[config.mk]
export PLATFORM = sky130hd
export DESIGN_NAME = qram_arbiter_flat
export DESIGN_NICKNAME = d
export VERILOG_FILES = /design/src/rtl/qram_arbiter_if.sv /design/src/rtl/qram_arbiter.sv /design/src/flat_wrapper.sv
export SDC_FILE = /design/constraint.sdc
export NUM_CORES = 1
export LEC_CHECK = 0
export CAP_MARGIN = 10
export CELL_PAD_IN_SITES_DETAIL_PLACEMENT = 1
export CELL_PAD_IN_SITES_GLOBAL_PLACEMENT = 2
export CORE_AREA = 4 4 334 336
export DETAILED_ROUTE_END_ITERATION = 8
export DIE_AREA = 0 0 338 340
export PLACE_DENSITY_LB_ADDON = 0.1
export REMOVE_ABC_BUFFERS = 1
export SETUP_SLACK_MARGIN = 0.1
export SLEW_MARGIN = 20
export SYNTH_ARGS = -nofsm -noshare
export SYNTH_HDL_FRONTEND = slang
export SYNTH_SLANG_ARGS = --single-unit
[constraint.sdc]
create_clock -name clk -period 6.1 [get_ports clk]
set_input_delay 1.22 -clock clk [delete_from_list [all_inputs] [get_ports clk]]
set_output_delay 1.22 -clock clk [all_outputs]
set_load 0.03 [all_outputs]
[src/rtl/qram_arbiter_if.sv]
// rtl/qram_arbiter_if.sv - requester and RAM-controller bundle for qram_arbiter
interface qram_arbiter_if #(
  parameter int NREQ = 3
);
  logic [NREQ-1:0]     req;
  logic [NREQ-1:0]     req_wen;
  logic [NREQ-1:0]     req_four;
  logic [NREQ-1:0]     req_lock;
  logic [NREQ*16-1:0]  req_addr;
  logic [NREQ*128-1:0] req_din;
  logic [NREQ-1:0]     gnt;
  logic [NREQ-1:0]     rvalid;
  logic [127:0]        rdata;
  logic                ram_wen;
  logic                ram_ren;
  logic                ram_four;
  logic [15:0]         ram_addr;
  logic [31:0]         ram_din_a;
  logic [31:0]         ram_din_b;
  logic [31:0]         ram_din_c;
  logic [31:0]         ram_din_d;
  logic [31:0]         ram_dout_a;
  logic [31:0]         ram_dout_b;
  logic [31:0]         ram_dout_c;
  logic [31:0]         ram_dout_d;
  logic                busy;

  modport slave (
    input  req, req_wen, req_four, req_lock, req_addr, req_din,
    input  ram_dout_a, ram_dout_b, ram_dout_c, ram_dout_d,
    output gnt, rvalid, rdata, busy,
    output ram_wen, ram_ren, ram_four, ram_addr,
    output ram_din_a, ram_din_b, ram_din_c, ram_din_d
  );

  modport master (
    output req, req_wen, req_four, req_lock, req_addr, req_din,
    output ram_dout_a, ram_dout_b, ram_dout_c, ram_dout_d,
    input  gnt, rvalid, rdata, busy,
    input  ram_wen, ram_ren, ram_four, ram_addr,
    input  ram_din_a, ram_din_b, ram_din_c, ram_din_d
  );
endinterface

[src/rtl/qram_arbiter.sv]
// rtl/qram_arbiter.sv - round-robin arbiter with grant locking for a quad-port RAM controller
module qram_arbiter #(
  parameter int NREQ     = 3,
  parameter int MAX_LOCK = 16
) (
  input  logic          clk,
  input  logic          nreset,
  qram_arbiter_if.slave bus
);
  localparam int PW = (NREQ > 1) ? $clog2(NREQ) : 1;
  localparam int CW = $clog2(MAX_LOCK + 1);

  typedef enum logic { ARB = 1'b0, LOCKED = 1'b1 } state_t;

  state_t        state;
  logic [PW-1:0] ptr;
  logic [PW-1:0] owner;
  logic [CW-1:0] lock_cnt;
  logic          rd_pend;
  logic [PW-1:0] rd_id;

  logic          hit;
  logic [PW-1:0] sel;
  int            j;
  int            sel_i;
  logic          sel_four;

  function automatic logic [PW-1:0] next_id(input logic [PW-1:0] id);
    return (id == PW'(NREQ - 1)) ? '0 : id + 1'b1;
  endfunction

  always_comb begin
    hit = 1'b0;
    sel = '0;
    j   = 0;
    if (state == ARB) begin
      for (int k = 0; k < NREQ; k++) begin
        j = int'(ptr) + k;
        if (j >= NREQ) j = j - NREQ;
        if (!hit && bus.req[j]) begin
          hit = 1'b1;
          sel = PW'(j);
        end
      end
    end else if (bus.req[owner]) begin
      hit = 1'b1;
      sel = owner;
    end
    // Reset masks every grant so nothing reaches the RAM controller.
    if (!nreset) hit = 1'b0;
  end

  assign sel_i    = int'(sel);
  assign sel_four = bus.req_four[sel];

  assign bus.gnt       = hit ? (NREQ'(1) << sel) : '0;
  assign bus.ram_wen   = hit & bus.req_wen[sel];
  assign bus.ram_ren   = hit & ~bus.req_wen[sel];
  assign bus.ram_four  = hit & sel_four;
  assign bus.ram_addr  = hit ? bus.req_addr[16*sel_i +: 16] : '0;
  assign bus.ram_din_a = hit ? bus.req_din[128*sel_i +: 32] : '0;
  assign bus.ram_din_b = (hit && sel_four) ? bus.req_din[128*sel_i+32 +: 32] : '0;
  assign bus.ram_din_c = (hit && sel_four) ? bus.req_din[128*sel_i+64 +: 32] : '0;
  assign bus.ram_din_d = (hit && sel_four) ? bus.req_din[128*sel_i+96 +: 32] : '0;

  assign bus.rvalid = rd_pend ? (NREQ'(1) << rd_id) : '0;
  assign bus.rdata  = {bus.ram_dout_d, bus.ram_dout_c, bus.ram_dout_b, bus.ram_dout_a};
  assign bus.busy   = (state == LOCKED) | rd_pend;

  // lock_cnt counts grants already given to the owner; the grant that
  // brings the run to MAX_LOCK is the last one before a forced release.
  always_ff @(posedge clk or negedge nreset) begin
    if (!nreset) begin
      state    <= ARB;
      ptr      <= '0;
      owner    <= '0;
      lock_cnt <= '0;
      rd_pend  <= 1'b0;
      rd_id    <= '0;
    end else begin
      rd_pend <= hit & ~bus.req_wen[sel];
      rd_id   <= sel;
      case (state)
        ARB: begin
          if (hit) begin
            ptr <= next_id(sel);
            if (bus.req_lock[sel] && MAX_LOCK > 1) begin
              state    <= LOCKED;
              owner    <= sel;
              lock_cnt <= CW'(1);
            end
          end
        end
        LOCKED: begin
          if (!hit || !bus.req_lock[owner] || lock_cnt == CW'(MAX_LOCK - 1)) begin
            state    <= ARB;
            lock_cnt <= '0;
            ptr      <= next_id(owner);
          end else begin
            lock_cnt <= lock_cnt + 1'b1;
          end
        end
        default: state <= ARB;
      endcase
    end
  end
endmodule

[src/flat_wrapper.sv]
// flat-port wrapper written by rule: the top's interface ports become plain ports
module qram_arbiter_flat 
#(
  parameter int NREQ     = 3,
  parameter int MAX_LOCK = 16
)
  (clk, nreset, bus_req, bus_req_wen, bus_req_four, bus_req_lock, bus_req_addr, bus_req_din, bus_ram_dout_a, bus_ram_dout_b, bus_ram_dout_c, bus_ram_dout_d, bus_gnt, bus_rvalid, bus_rdata, bus_busy, bus_ram_wen, bus_ram_ren, bus_ram_four, bus_ram_addr, bus_ram_din_a, bus_ram_din_b, bus_ram_din_c, bus_ram_din_d);
  qram_arbiter_if #(.NREQ(NREQ)) bus_i ();
  input  logic clk;
  input  logic nreset;
  input wire logic [$bits(bus_i.req)-1:0] bus_req;
  input wire logic [$bits(bus_i.req_wen)-1:0] bus_req_wen;
  input wire logic [$bits(bus_i.req_four)-1:0] bus_req_four;
  input wire logic [$bits(bus_i.req_lock)-1:0] bus_req_lock;
  input wire logic [$bits(bus_i.req_addr)-1:0] bus_req_addr;
  input wire logic [$bits(bus_i.req_din)-1:0] bus_req_din;
  input wire logic [$bits(bus_i.ram_dout_a)-1:0] bus_ram_dout_a;
  input wire logic [$bits(bus_i.ram_dout_b)-1:0] bus_ram_dout_b;
  input wire logic [$bits(bus_i.ram_dout_c)-1:0] bus_ram_dout_c;
  input wire logic [$bits(bus_i.ram_dout_d)-1:0] bus_ram_dout_d;
  output wire logic [$bits(bus_i.gnt)-1:0] bus_gnt;
  output wire logic [$bits(bus_i.rvalid)-1:0] bus_rvalid;
  output wire logic [$bits(bus_i.rdata)-1:0] bus_rdata;
  output wire logic [$bits(bus_i.busy)-1:0] bus_busy;
  output wire logic [$bits(bus_i.ram_wen)-1:0] bus_ram_wen;
  output wire logic [$bits(bus_i.ram_ren)-1:0] bus_ram_ren;
  output wire logic [$bits(bus_i.ram_four)-1:0] bus_ram_four;
  output wire logic [$bits(bus_i.ram_addr)-1:0] bus_ram_addr;
  output wire logic [$bits(bus_i.ram_din_a)-1:0] bus_ram_din_a;
  output wire logic [$bits(bus_i.ram_din_b)-1:0] bus_ram_din_b;
  output wire logic [$bits(bus_i.ram_din_c)-1:0] bus_ram_din_c;
  output wire logic [$bits(bus_i.ram_din_d)-1:0] bus_ram_din_d;
  assign bus_i.req = bus_req;
  assign bus_i.req_wen = bus_req_wen;
  assign bus_i.req_four = bus_req_four;
  assign bus_i.req_lock = bus_req_lock;
  assign bus_i.req_addr = bus_req_addr;
  assign bus_i.req_din = bus_req_din;
  assign bus_i.ram_dout_a = bus_ram_dout_a;
  assign bus_i.ram_dout_b = bus_ram_dout_b;
  assign bus_i.ram_dout_c = bus_ram_dout_c;
  assign bus_i.ram_dout_d = bus_ram_dout_d;
  assign bus_gnt = bus_i.gnt;
  assign bus_rvalid = bus_i.rvalid;
  assign bus_rdata = bus_i.rdata;
  assign bus_busy = bus_i.busy;
  assign bus_ram_wen = bus_i.ram_wen;
  assign bus_ram_ren = bus_i.ram_ren;
  assign bus_ram_four = bus_i.ram_four;
  assign bus_ram_addr = bus_i.ram_addr;
  assign bus_ram_din_a = bus_i.ram_din_a;
  assign bus_ram_din_b = bus_i.ram_din_b;
  assign bus_ram_din_c = bus_i.ram_din_c;
  assign bus_ram_din_d = bus_i.ram_din_d;
  qram_arbiter #(.NREQ(NREQ), .MAX_LOCK(MAX_LOCK)) u_core (.clk(clk), .nreset(nreset), .bus(bus_i));
endmodule
==> results of run 1 <==
==> layout make-up <==
| type | count | area, µm² |
|---|---|---|
| repair buffers | 635 | 6651 |
| well taps | 1414 | 1769 |
| flip-flops and latches | 13 | 325.3 |
| diodes | 26 | 65.06 |
| clock buffers | 4 | 78.83 |
| inverters | 11 | 41.29 |
| multi-input cells | 538 | 4019 |
| fillers | 12760 | 95600 |
==> flip-flops by register name, summed over array words and instances, names as in the netlist <==
register         count
u_core.owner         2
u_core.lock_cnt      5
u_core.rd_pend       1
u_core.ptr           2
u_core.state         1
u_core.rd_id         2
==> layer usage <==
metal  vias up  routed length, µm
li1       3554                  -
met1      3650              28430
met2       725              34860
met3       118              15730
met4        66                802
met5         -               1022
==> worst register-to-register path: stages, from the launching register on <==
cell	delay, ns
dfrtp_1	0.65
clkinv_1	0.42
or3_1	0.52
o21ai_0	0.44
or3_1	0.40
a21boi_1	0.33
mux2_2	0.37
==> logic make-up after synthesis <==
group,after synthesis,share of synthesized area (%)
AOI/OAI and AO/OA,187,27.39
adders and majority gates,6,1.332
buffers and inverters,209,23.62
DFF,13,5.771
muxes,154,27.41
and+or+nand+nor,191,14.47
==> stage by stage <==
stage / util [%] / cell area [µm²] / setup TNS [ns] / hold WS [ns]
after floorplan: - / 4347 / -1535.57 / 0.4561
after global placement: 11.79 / 12800 / 0 / 0.4714
after detailed placement: 11.79 / 12800 / 0 / 0.4865
after CTS: 11.87 / 12880 / 0 / 0.5015
after global routing: 11.88 / 12890 / 0 / 0.5286
final: 11.93 / 12950 / 0 / 0.4963
==> worst min-delay path by stage <==
stage | to | slack, ns
after global placement | u_core.lock_cnt[4] | 0.47
after detailed placement | u_core.lock_cnt[4] | 0.49
after CTS | u_core.lock_cnt[4] | 0.50
after floorplan | u_core.lock_cnt[4] | 0.46
final | u_core.lock_cnt[4] | 0.50
after global routing | u_core.lock_cnt[4] | 0.53
==> placed cells by master, fill, tap and decap left out, types with 2 or more instances in the layout <==
cell and n:
a211o_1 2, a211oi_1 113, a211oi_2 31, a21oi_1 3, a31oi_1 2, and3b_1 6
buf_12 51, buf_4 86, clkbuf_16 3, clkdlybuf4s50_1 498, dfrtp_1 13, diode_2 26
ha_1 6, inv_1 10, mux2_2 3, mux2i_1 151, nand2_1 8, nand2b_1 3
nand3_1 2, nand3b_1 2, nor2_1 153, nor2b_1 4, nor3b_1 4, o211ai_1 4
o21ai_0 10, o22ai_1 2, o2bb2ai_1 2, or2_2 2, or3_1 3
==> power groups by stage <==
stage          Sequential [W]  Clock, W  Combinational (W)
6_report             0.000159  0.000129            0.00525
5_1_grt              0.000165  0.000136            0.00565
4_1_cts              0.000160  0.000135            0.00544
3_5_place_dp         0.000161         0            0.00542
3_3_place_gp         0.000163         0            0.00545
2_1_floorplan        0.000139         0            0.00280
==> results.md, run 1 <==
* Total number of yosys warnings at 0
* Met1 usage in global routing at roughly an eighth
* Critical-path top delay cell: clkdlybuf4s50_1
* Seq pwr share at under 10%
* Clk slew on worst S/H paths at 0.05 ns
* H-tree depth at 1
* Synth top area cells: mux2i_1 27%, buf_4 17%, a211oi_1 15%
* # DRC at 0
* Via density at 3.072
* Met2 usage at 20.91%
* IO buf count at 599
* Max-slew violation count at 0
* FP Rows at 121
* Syn Inst Count at 760
* Crit path required time at 4.88 ns
* Share of cells above drive strength 1 at 15.24%
* Initial core utilization at 5.193%
* Reg2reg start: u_core.state
* Sequential area share after synthesis at 5.771%
* Worst IR drop on VDD at between 200 and 300 µV
* Hold_sp: u_core.lock_cnt[4]
* Detailed Route WL at around 80000 µm
* Die Span Y at 340 µm
* PostCTS Resize Cnt at 0
* Setup Viol. Count Final at 0
* Placed cell count at 2611
* First-pass GRT wire length at 100300 µm
* GRT Total Usage at 13.31%
* Max Buffers Root-to-Sink at 2
* Worst path cell trace: clkdlybuf4s50_1, nand3b_1, o311ai_0, buf_4, o21ai_4, buf_12, buf_4, buf_4, nor2_1, a211oi_1, clkdlybuf4s50_1
* Clock sinks at 13
* Reg2reg setup slack at roughly 2.8 ns
* Layout Cells excl Fill at 2641
* Synth unique cells at 51
* Mapped Area at 5637 µm²
* Remaining Overflow, GRT at 0
* CP max stage delay at 0.74 ns
* Initial antenna violation count at 79
* Synth Register Bits at 13
* CTS tree: yes
* Most frequent cell after synthesis: nor2_1
* Synthesis-to-finish area growth at 129.7%
* Per-cell routed wire length at ~30 µm
* Least-Margin Pin Slew at 0.5921 ns
* Endpoints failing hold at 0
* Setup Buffers After CTS at 0
* Initial DRT Pass Iterations at 4
* HPWL Detailed at 70050 µm
* Critical Path Sink: bus_ram_din_a[1]
* Vias in the first global route at 8936
* Grt met3 use at between 10% and 20%
* Crit path DAT at 4.52 ns
* Ports at 856
* Ys flop type: dfrtp_1
* Reg-to-Reg End: u_core.ptr[0]
* Clk_lat worst skew at about 0.24 ns
* DIE WIDTH at between 300 and 400 µm
* Hold WC Path Type: reg2reg
* Min cycle time layout at roughly 5.7 ns
* RePlAce Congestion at 0.7663
* Root buf cell: clkbuf_16
* Internal power at 0.002333 W
* WP depth at 11
* Largest area contributor in the netlist: mux2i_1
* Design Power at 0.005540 W
* RSZ-0062 raised after global routing: false
* Kind of critical path: in2out
* Worst clock skew at 0.002220 ns
* Worst-path fanout max at 19
* GR peak layer: met2
* Lkg Pwr at about 5 nW
* CORE AREA at 108600 µm²
* Total of max-cap violations at 0
* Period utilization at 94.11%
* Largest net degree at the start of global routing at 85
* FMAX at 0.1742 GHz
* First DRT Iteration DRCs at 274
* Worst setup EP type: output pin
* Delay-heaviest family, CP: buffers and inverters
* Die area at around 110000 µm²
* Crit path buf inv count at 6
* Most frequent CP cell: buf_4
* Combinational power share at 94.8%
* List of most frequent post-synthesis cells: 153 x nor2_1, 151 x mux2i_1, 130 x buf_4
* Startpoint types: input pin
* Vias at 8113
* Post-DRT Antenna Nets at 0
* Crit path from: bus_req[2]
* # nets final at between 1500 and 2000
* Hold-fix buffers at CTS at 0
* Switching share of power at slightly below 60%
* FF-to-FF path depth at 6
* Mean Syn Cell Area at 7.417 µm²
* Pwr Density at 427.8 nW/µm²
* Hold Crit Depth at 1
* Post-synth top area share at 26.81%
* Outcome: finished clean
* EDFF count, synth at 0
* CTS Buf Count at 3
* Rel. slew slack at 60.46%
* Worst setup margin at 0.3592 ns
* Psw at 0.003207 W
* Pre-CTS setup slack at 0.2018 ns
* Clock share of power at 2.3%
* Post-synthesis async set-or-reset flop share at 100.0%
(Power assumes the default switching activity.)
==> run 2, diff against run 1 <==
--- a/config.mk
+++ b/config.mk
@@ -14,6 +14,7 @@
 export PLACE_DENSITY_LB_ADDON = 0.1
 export REMOVE_ABC_BUFFERS = 1
 export SETUP_SLACK_MARGIN = 0.1
+export SKIP_LAST_GASP = 1
 export SLEW_MARGIN = 20
 export SYNTH_ARGS = -nofsm -noshare
 export SYNTH_HDL_FRONTEND = slang
==> results of run 2 <==
The final DEF is identical to that of run 1; final timing and power are the same.
